$ cat src/rtl/core_wb_arbiter.sv
// rtl/core_wb_arbiter.sv - round-robin writeback arbiter with per-source FIFOs, stall and pending masks
module core_wb_arbiter #(
    parameter int W     = 16,
    parameter int N     = 3,
    parameter int DEPTH = 2,
    parameter int RD_W  = 4
) (
    input  logic                       clk,
    input  logic                       rst_n,
    input  logic [N-1:0][RD_W-1:0]     in_rd,
    input  logic [N-1:0][W-1:0]        in_value,
    input  logic [N-1:0]               in_ready,
    output logic [RD_W-1:0]            wb_rd,
    output logic [W-1:0]               wb_value,
    output logic                       wb_ready,
    output logic [N-1:0]               stall,
    output logic [(1<<RD_W)-1:0]       pending,
    output logic                       overflow
);

    localparam int CW = $clog2(DEPTH + 1);
    localparam int PW = (N > 1) ? $clog2(N) : 1;
    localparam logic [CW-1:0] DEPTH_C = CW'(DEPTH);
    localparam logic [CW-1:0] STALL_C = CW'(DEPTH - 1);

    logic [RD_W-1:0] fifo_rd_q  [N][DEPTH];
    logic [RD_W-1:0] fifo_rd_d  [N][DEPTH];
    logic [W-1:0]    fifo_val_q [N][DEPTH];
    logic [W-1:0]    fifo_val_d [N][DEPTH];
    logic [CW-1:0]   count_q [N];
    logic [CW-1:0]   count_d [N];
    logic [PW-1:0]   ptr_q, ptr_d;
    logic [RD_W-1:0] wb_rd_q, wb_rd_d;
    logic [W-1:0]    wb_value_q, wb_value_d;
    logic            wb_ready_q, wb_ready_d;
    logic            overflow_q, overflow_d;

    logic            grant_valid;
    logic [PW-1:0]   grant_idx;
    logic [N-1:0]    nonempty;
    logic            pop;
    logic [CW-1:0]   fill;

    // Round-robin search from ptr+1, looking only at registered counts
    always_comb begin
        grant_valid = 1'b0;
        grant_idx   = '0;
        nonempty    = '0;
        for (int i = 0; i < N; i++) begin
            nonempty[i] = (count_q[i] != '0);
        end
        for (int k = 1; k <= N; k++) begin
            for (int i = 0; i < N; i++) begin
                if (!grant_valid && nonempty[i] && (((int'(ptr_q) + k) % N) == i)) begin
                    grant_valid = 1'b1;
                    grant_idx   = PW'(i);
                end
            end
        end
        ptr_d = grant_valid ? grant_idx : ptr_q;
    end

    // Shift-register FIFOs: head at index 0, a push lands behind the surviving entries
    always_comb begin
        fifo_rd_d  = fifo_rd_q;
        fifo_val_d = fifo_val_q;
        count_d    = count_q;
        overflow_d = overflow_q;
        pop        = 1'b0;
        fill       = '0;
        for (int i = 0; i < N; i++) begin
            pop  = grant_valid && (grant_idx == PW'(i));
            fill = count_q[i] - CW'(pop);
            if (pop) begin
                for (int j = 0; j < DEPTH - 1; j++) begin
                    fifo_rd_d[i][j]  = fifo_rd_q[i][j+1];
                    fifo_val_d[i][j] = fifo_val_q[i][j+1];
                end
            end
            count_d[i] = fill;
            if (in_ready[i]) begin
                if ((count_q[i] != DEPTH_C) || pop) begin
                    for (int j = 0; j < DEPTH; j++) begin
                        if (CW'(j) == fill) begin
                            fifo_rd_d[i][j]  = in_rd[i];
                            fifo_val_d[i][j] = in_value[i];
                        end
                    end
                    count_d[i] = fill + CW'(1);
                end else begin
                    overflow_d = 1'b1;
                end
            end
        end
    end

    always_comb begin
        wb_rd_d    = wb_rd_q;
        wb_value_d = wb_value_q;
        wb_ready_d = grant_valid;
        for (int i = 0; i < N; i++) begin
            if (grant_valid && (grant_idx == PW'(i))) begin
                wb_rd_d    = fifo_rd_q[i][0];
                wb_value_d = fifo_val_q[i][0];
            end
        end
    end

    always_comb begin
        stall   = '0;
        pending = '0;
        for (int i = 0; i < N; i++) begin
            stall[i] = (count_q[i] >= STALL_C);
            for (int j = 0; j < DEPTH; j++) begin
                if (CW'(j) < count_q[i]) begin
                    pending[fifo_rd_q[i][j]] = 1'b1;
                end
            end
        end
        if (wb_ready_q) begin
            pending[wb_rd_q] = 1'b1;
        end
    end

    always_ff @(posedge clk) begin
        if (!rst_n) begin
            for (int i = 0; i < N; i++) begin
                count_q[i] <= '0;
            end
            ptr_q      <= PW'(N - 1);
            wb_rd_q    <= '0;
            wb_value_q <= '0;
            wb_ready_q <= 1'b0;
            overflow_q <= 1'b0;
        end else begin
            count_q    <= count_d;
            ptr_q      <= ptr_d;
            wb_rd_q    <= wb_rd_d;
            wb_value_q <= wb_value_d;
            wb_ready_q <= wb_ready_d;
            overflow_q <= overflow_d;
        end
    end

    // Entry storage needs no reset: count gates every use of it
    always_ff @(posedge clk) begin
        fifo_rd_q  <= fifo_rd_d;
        fifo_val_q <= fifo_val_d;
    end

    assign wb_rd    = wb_rd_q;
    assign wb_value = wb_value_q;
    assign wb_ready = wb_ready_q;
    assign overflow = overflow_q;

endmodule

$ cat config.mk
export PLATFORM = sky130hd
export DESIGN_NAME = core_wb_arbiter
export DESIGN_NICKNAME = d
export VERILOG_FILES = /design/src/rtl/core_wb_arbiter.sv
export SDC_FILE = /design/constraint.sdc
export NUM_CORES = 1
export LEC_CHECK = 0
export CAP_MARGIN = 20
export CORE_ASPECT_RATIO = 1.1
export CORE_MARGIN = 5
export CORE_UTILIZATION = 59
export DETAILED_ROUTE_END_ITERATION = 8
export PLACE_DENSITY = 0.9
export SYNTH_ARGS = -nofsm -noshare
export SYNTH_HDL_FRONTEND = slang
export SYNTH_SLANG_ARGS = --single-unit
export TNS_END_PERCENT = 5
$ cat constraint.sdc
create_clock -name clk -period 9.1 [get_ports clk]
set_input_delay 1.82 -clock clk [delete_from_list [all_inputs] [get_ports clk]]
set_output_delay 1.82 -clock clk [all_outputs]
set_load 0.03 [all_outputs]
Word-level counts from Yosys, hierarchy flattened. Cells that the tools add are included.

Bits in read-only memories: 0. Latch bits: 0. RAM bits: 0. Bits in registers: 150. Memories kept: 0. Input bits: 65.

Order comparisons: 23. Reductions and logical operators: 52. $add $sub $neg: 9. Multipliers: 0. Mux-type cells: 86. Equality and inequality tests: 14. Bitwise operators: 6. Shift operators: 0. Divide/modulo/power cells: 3.

Operators with widths (count): $mux W16 (19); $mux W32 (6); $eq A32 B2 Y1 const B (3); $eq A32 B3 Y1 const B (3); $logic_not A32 Y1 (3); $mod A32 B3 Y32 const B (3); $or A16 B16 Y16 (6); $mux W4 (12); $mux W8 (6); $lt A4 B5 Y1 const B (7); $demux W1 S4 (7); $ge A4 B1 Y1 const B (7); $logic_and A1 B1 Y1 (27); $mux W2 (13); $mux W1 (23); $lt A1 B2 Y1 const A (6); $reduce_and A3 Y1 (3); $logic_not A1 Y1 (8); $logic_not A2 Y1 (4); $add A2 B1 Y2 const B (3); $add A2 B2 Y3 const B (2); $eq A1 B2 Y1 const A (3); $ge A2 B1 Y1 const B (3); $ne A2 B2 Y1 const B (3); other kinds (7) (13).

Longest topological paths before layout.
Word-level depth: 46. Gate-level depth with buffers: 14. Mapped depth without buffers: 12.

Least setup slack after synthesis. OpenSTA, ideal clock, no wires.

Path kind: flip-flop to output port. Start point: register wb_rd_q[3] (netlist: wb_rd[3]). End point: output port pending[4]. Path slack: 5.258 ns. Arrival: 2.022 ns. Stages on the path, launching flop included: 6. Required time: 7.280 ns. Cells stage by stage: dfxtp_1 > clkbuf_1 > nand2b_1 > nor3b_1 > or4_1 > or4_1.

Longest elaborated chain between the ends: 6. Elaborated cells on any way between the ends: 7.

RTL lines: start: declaration (line 33) `logic [RD_W-1:0] wb_rd_q, wb_rd_d;`; start signal: assignment (line 138) `wb_rd_q <= wb_rd_d;`; $lt A4 B5 Y1 (implied by the code) / $ge A4 B1 Y1 (equally long branches) (line 121) `pending[wb_rd_q] = 1'b1;`; $logic_and A1 B1 Y1 (implied by the code) (line 121); $mux W1 (implied by the code) (line 121); $demux W1 S4 * (line 121); $or A16 B16 Y16 (no line) *; $mux W16 * (line 120) `if (wb_ready_q) begin`; end: declaration (line 17) `output logic [(1<<RD_W)-1:0] pending,`.

Mark *: on every way between the ends. The rest lies on a longest branch, timed or not.

Worst setup path in the final report.
Start point: register count_q[5] (netlist bit). End point: output port pending[4].

Longest elaborated chain between the ends: 14. Elaborated cells on any way between the ends: 15.

RTL lines: start: declaration (line 30) `logic [CW-1:0] count_q [N];`; start signal: assignment (line 136) `count_q <= count_d;`; $lt A1 B2 Y1 (line 115) `if (CW'(j) < count_q[i]) begin`; $mux W16 (line 115); $or A16 B16 Y16 (no line); $mux W16 * (line 115); $or A16 B16 Y16 (no line); $mux W16 * (line 115); $or A16 B16 Y16 (no line); $mux W16 * (line 115); $or A16 B16 Y16 (no line); $mux W16 * (line 115); $or A16 B16 Y16 (no line); $mux W16 * (line 115); $or A16 B16 Y16 (no line); $mux W16 * (line 120).

Marked as above.

==> results.py <==
metrics = {
    "worst_setup_path": {
        "critPathMaxStageDelay_ns": 0.62,
        "crit_family": "simple AND/OR/NAND/NOR gates",
        "path_class": "reg2out",
        "end_kind": "primary output",
        "crit_slowest_cell": "clkdlybuf4s50_1",
        "crit_buf_inv": 1,
        "crit_chain": "nor2b_1, nand2_1, nor3_1, or4_1, or4_1, clkdlybuf4s50_1",
        "worst-path-max-fanout": 8,
        "arrival_ns": 2.85,
        "startpoint_type": "register",
        "crit_required_ns": 7.28,
        "path_common_cell": "or4_1",
    },
    "floorplanning": {
        "die_w_um": 115,
        "initial_core_util": 0.598,
        "coreArea_um2": 12000,
        "fp.dieH_um": 126,
        "rows": 42,
        "die_area_um2": 14500,
        "pin_count": 106,
    },
    "clock_tree": {
        "path_clk_slew_ns": 0.07,
        "post_cts_buffers": 0,
        "cts-buffers-inserted": 17,
        "cts.hold.buffers_added": 0,
        "cts_resized": 0,
        "clock_latency_ns": 0.43,
        "cts_root_buffer": "clkbuf_16",
        "cts_tree": "done",
        "clockBufferDepth": 2,
        "htreeDepth": 4,
        "clock_sinks": 150,
    },
    "synthesis": {
        "ys_ff_latch": 150,
        "yosysMostFrequentCell": "dfxtp_1",
        "syn_area_um2": 7170,
        "syn_avg_cell_area_um2": 10.2,
        "yosys-top-cells-area": "dfxtp_1, edfxtp_1, mux2_2",
        "syn_nets": 781,
        "synth_top_cell_by_area": "dfxtp_1",
        "netlist_instances": 705,
        "yosysSeqAreaShare": 0.503,
        "synthDominantCellAreaShare": 0.251,
        "synth_commonest_cells": "dfxtp_1, nand2_1, o21ai_0",
        "yosys_warnings": 0,
        "synthDistinctLibCells": 53,
        "async_flop_share": 0,
        "synth_edf_count": 60,
        "ys.flop_type": "dfxtp_1",
    },
    "cells_and_area": {
        "antennaDiodeCount": 0,
        "nets": 866,
        "multi_input_area_um2": 3270,
        "drive_above_1_share": 0.117,
        "layout.area.seq_um2": 3600,
        "fin_cells": 957,
        "area_growth_pct": 23.6,
        "num-fill-cells": 773,
    },
    "sta": {
        "worst_pin_slew_ns": 1.06,
        "timing.final.crit_share": 0.514,
        "finalSetupViolCount": 0,
        "hold_viol": 0,
        "skew_ns": 0.00998,
        "tns_ns": 0,
        "max_slew_margin": 0.290,
        "max_freq_ghz": 0.214,
        "period_needed_ns": 4.67,
        "drv_slew": 0,
        "rsz0062_at_grt": "false",
    },
    "placed_design": {
        "hpwl_um": 15600,
        "placed_cells": 924,
        "port-buffer-count": 105,
        "gp_congestion": 0.978,
    },
    "power": {
        "intPower_mw": 2.17,
        "p_comb_frac": 0.498,
        "p_total_mw": 3.94,
        "powerDensity_nw_per_um2": 444,
        "clkPwrFrac": 0.175,
        "p_switching_mw": 1.77,
        "p_seq_frac": 0.328,
        "p_leak_nw": 3.20,
        "switching_share": 0.449,
        "ir_worst_vdd_uv": 287,
    },
    "worst_hold_path": {
        "hold_class": "reg2reg",
    },
    "run_status": {
        "status": "complete, no violations",
    },
    "global_route": {
        "grt_pass1_vias": 6397,
        "track_usage": 0.318,
        "grt_first_pass_wirelength_um": 35300,
        "grt_antenna_before_repair": 0,
        "grt_overflow_total": 0,
        "grt_start_max_net_pins": 45,
    },
    "routing": {
        "drt_wl_total_um": 23300,
        "drc": 0,
        "drt_iter0_drc": 746,
        "ant_nets": 0,
        "wl_per_cell_um": 24.4,
        "dr.pass1.iters": 6,
        "viasPerCell": 6.64,
        "vias": 6357,
    },
    "job": {
        "drv_cap": 0,
    },
}
-- area by class of cell --
class,instances,area share
Clock buffer,17,0.0480
Timing Repair Buffer,114,0.128
Clock inverter,15,0.0175
Tap cell,154,0.0218
Inverter,19,0.00833
Sequential cell,150,0.407
Multi-Input combinational cell,488,0.369
-- tightest hold or removal path: cells and delay by family, from the launching register on --
| family | cells | cell delay, ns |
|---|---|---|
| AO/OA/AOI/OAI | 2 | 0.13 |
| flip-flops | 1 | 0.33 |
-- path summary, 6_finish.rpt --
| kind | from | end | slack, ns | depth (start not counted) |
|---|---|---|---|---|
| setup / recovery | count_q[5] | pending[4] | 4.43 | 6 |
| hold / removal | fifo_val_q[29] | wb_value[13] | 0.49 | 2 |
| setup reg to reg | ptr_q[1] | fifo_val_q[54] | 5.08 | 11 |
| hold reg to reg | fifo_val_q[29] | wb_value[13] | 0.49 | 2 |
-- kinds of logic after synthesis --
family                     Yosys count  synth area share
AOI/OAI and AO/OA                  162             0.141
xor gates and xnor gates             5           0.00611
adders and majority gates           11            0.0192
buffers and inverters               67            0.0447
DFF                                150             0.503
muxes                               84             0.124
and+or+nand+nor                    226             0.162
-- stage by stage --
stage / util / cell area [µm²] / hold slack, ns / setup slack, ns
global placement: 0.688 / 8250 / 0.460 / 4.92
floorplan: - / 7170 / 0.442 / 5.26
finish: 0.739 / 8860 / 0.494 / 4.43
CTS: 0.738 / 8840 / 0.492 / 4.44
global route: 0.739 / 8860 / 0.517 / 4.35
detailed placement: 0.689 / 8260 / 0.476 / 4.90
-- registers in the layout, summed over array words and instances (netlist names) --
register	cells
ptr_q	2
fifo_rd_q	24
wb_rd	4
overflow	1
count_q	6
wb_ready	1
wb_value	16
fifo_val_q	96
-- power by group through the flow --
stage               clock network [mW]  registers [mW]  logic [mW]
floorplan                            0            1.20        1.34
global placement                     0            1.27        1.77
detailed placement                   0            1.28        1.87
CTS                              0.688            1.28        1.92
global route                     0.717            1.31        2.08
finish                           0.687            1.29        1.96
-- placed cells by master (no fill, tap or decap), types with 6 or more instances in the layout --
| master | n |
|---|---|
| clkdlybuf4s50_1 | 105 |
| dfxtp_1 | 90 |
| nand2_1 | 64 |
| o21ai_0 | 63 |
| edfxtp_1 | 60 |
| nor3_1 | 46 |
| mux2i_1 | 44 |
| mux2_2 | 40 |
| a22oi_1 | 26 |
| nor2_1 | 25 |
| nand3_1 | 23 |
| o22ai_1 | 20 |
| a31oi_1 | 18 |
| inv_1 | 17 |
| clkbuf_16 | 17 |
| nand2b_1 | 13 |
| a21oi_1 | 11 |
| ha_1 | 11 |
| nor3b_1 | 10 |
| nor2b_1 | 10 |
| nand3b_1 | 9 |
| buf_4 | 7 |
| inv_6 | 6 |
-- per-layer routing --
layer	track usage	routed length [µm]	up-vias
li1	-	-	2798
met3	0.0623	1670	88
met4	0.182	1370	0
met2	0.554	11900	406
met1	0.356	8340	3065
met5	0	0	-
(Power assumes the default switching activity.)
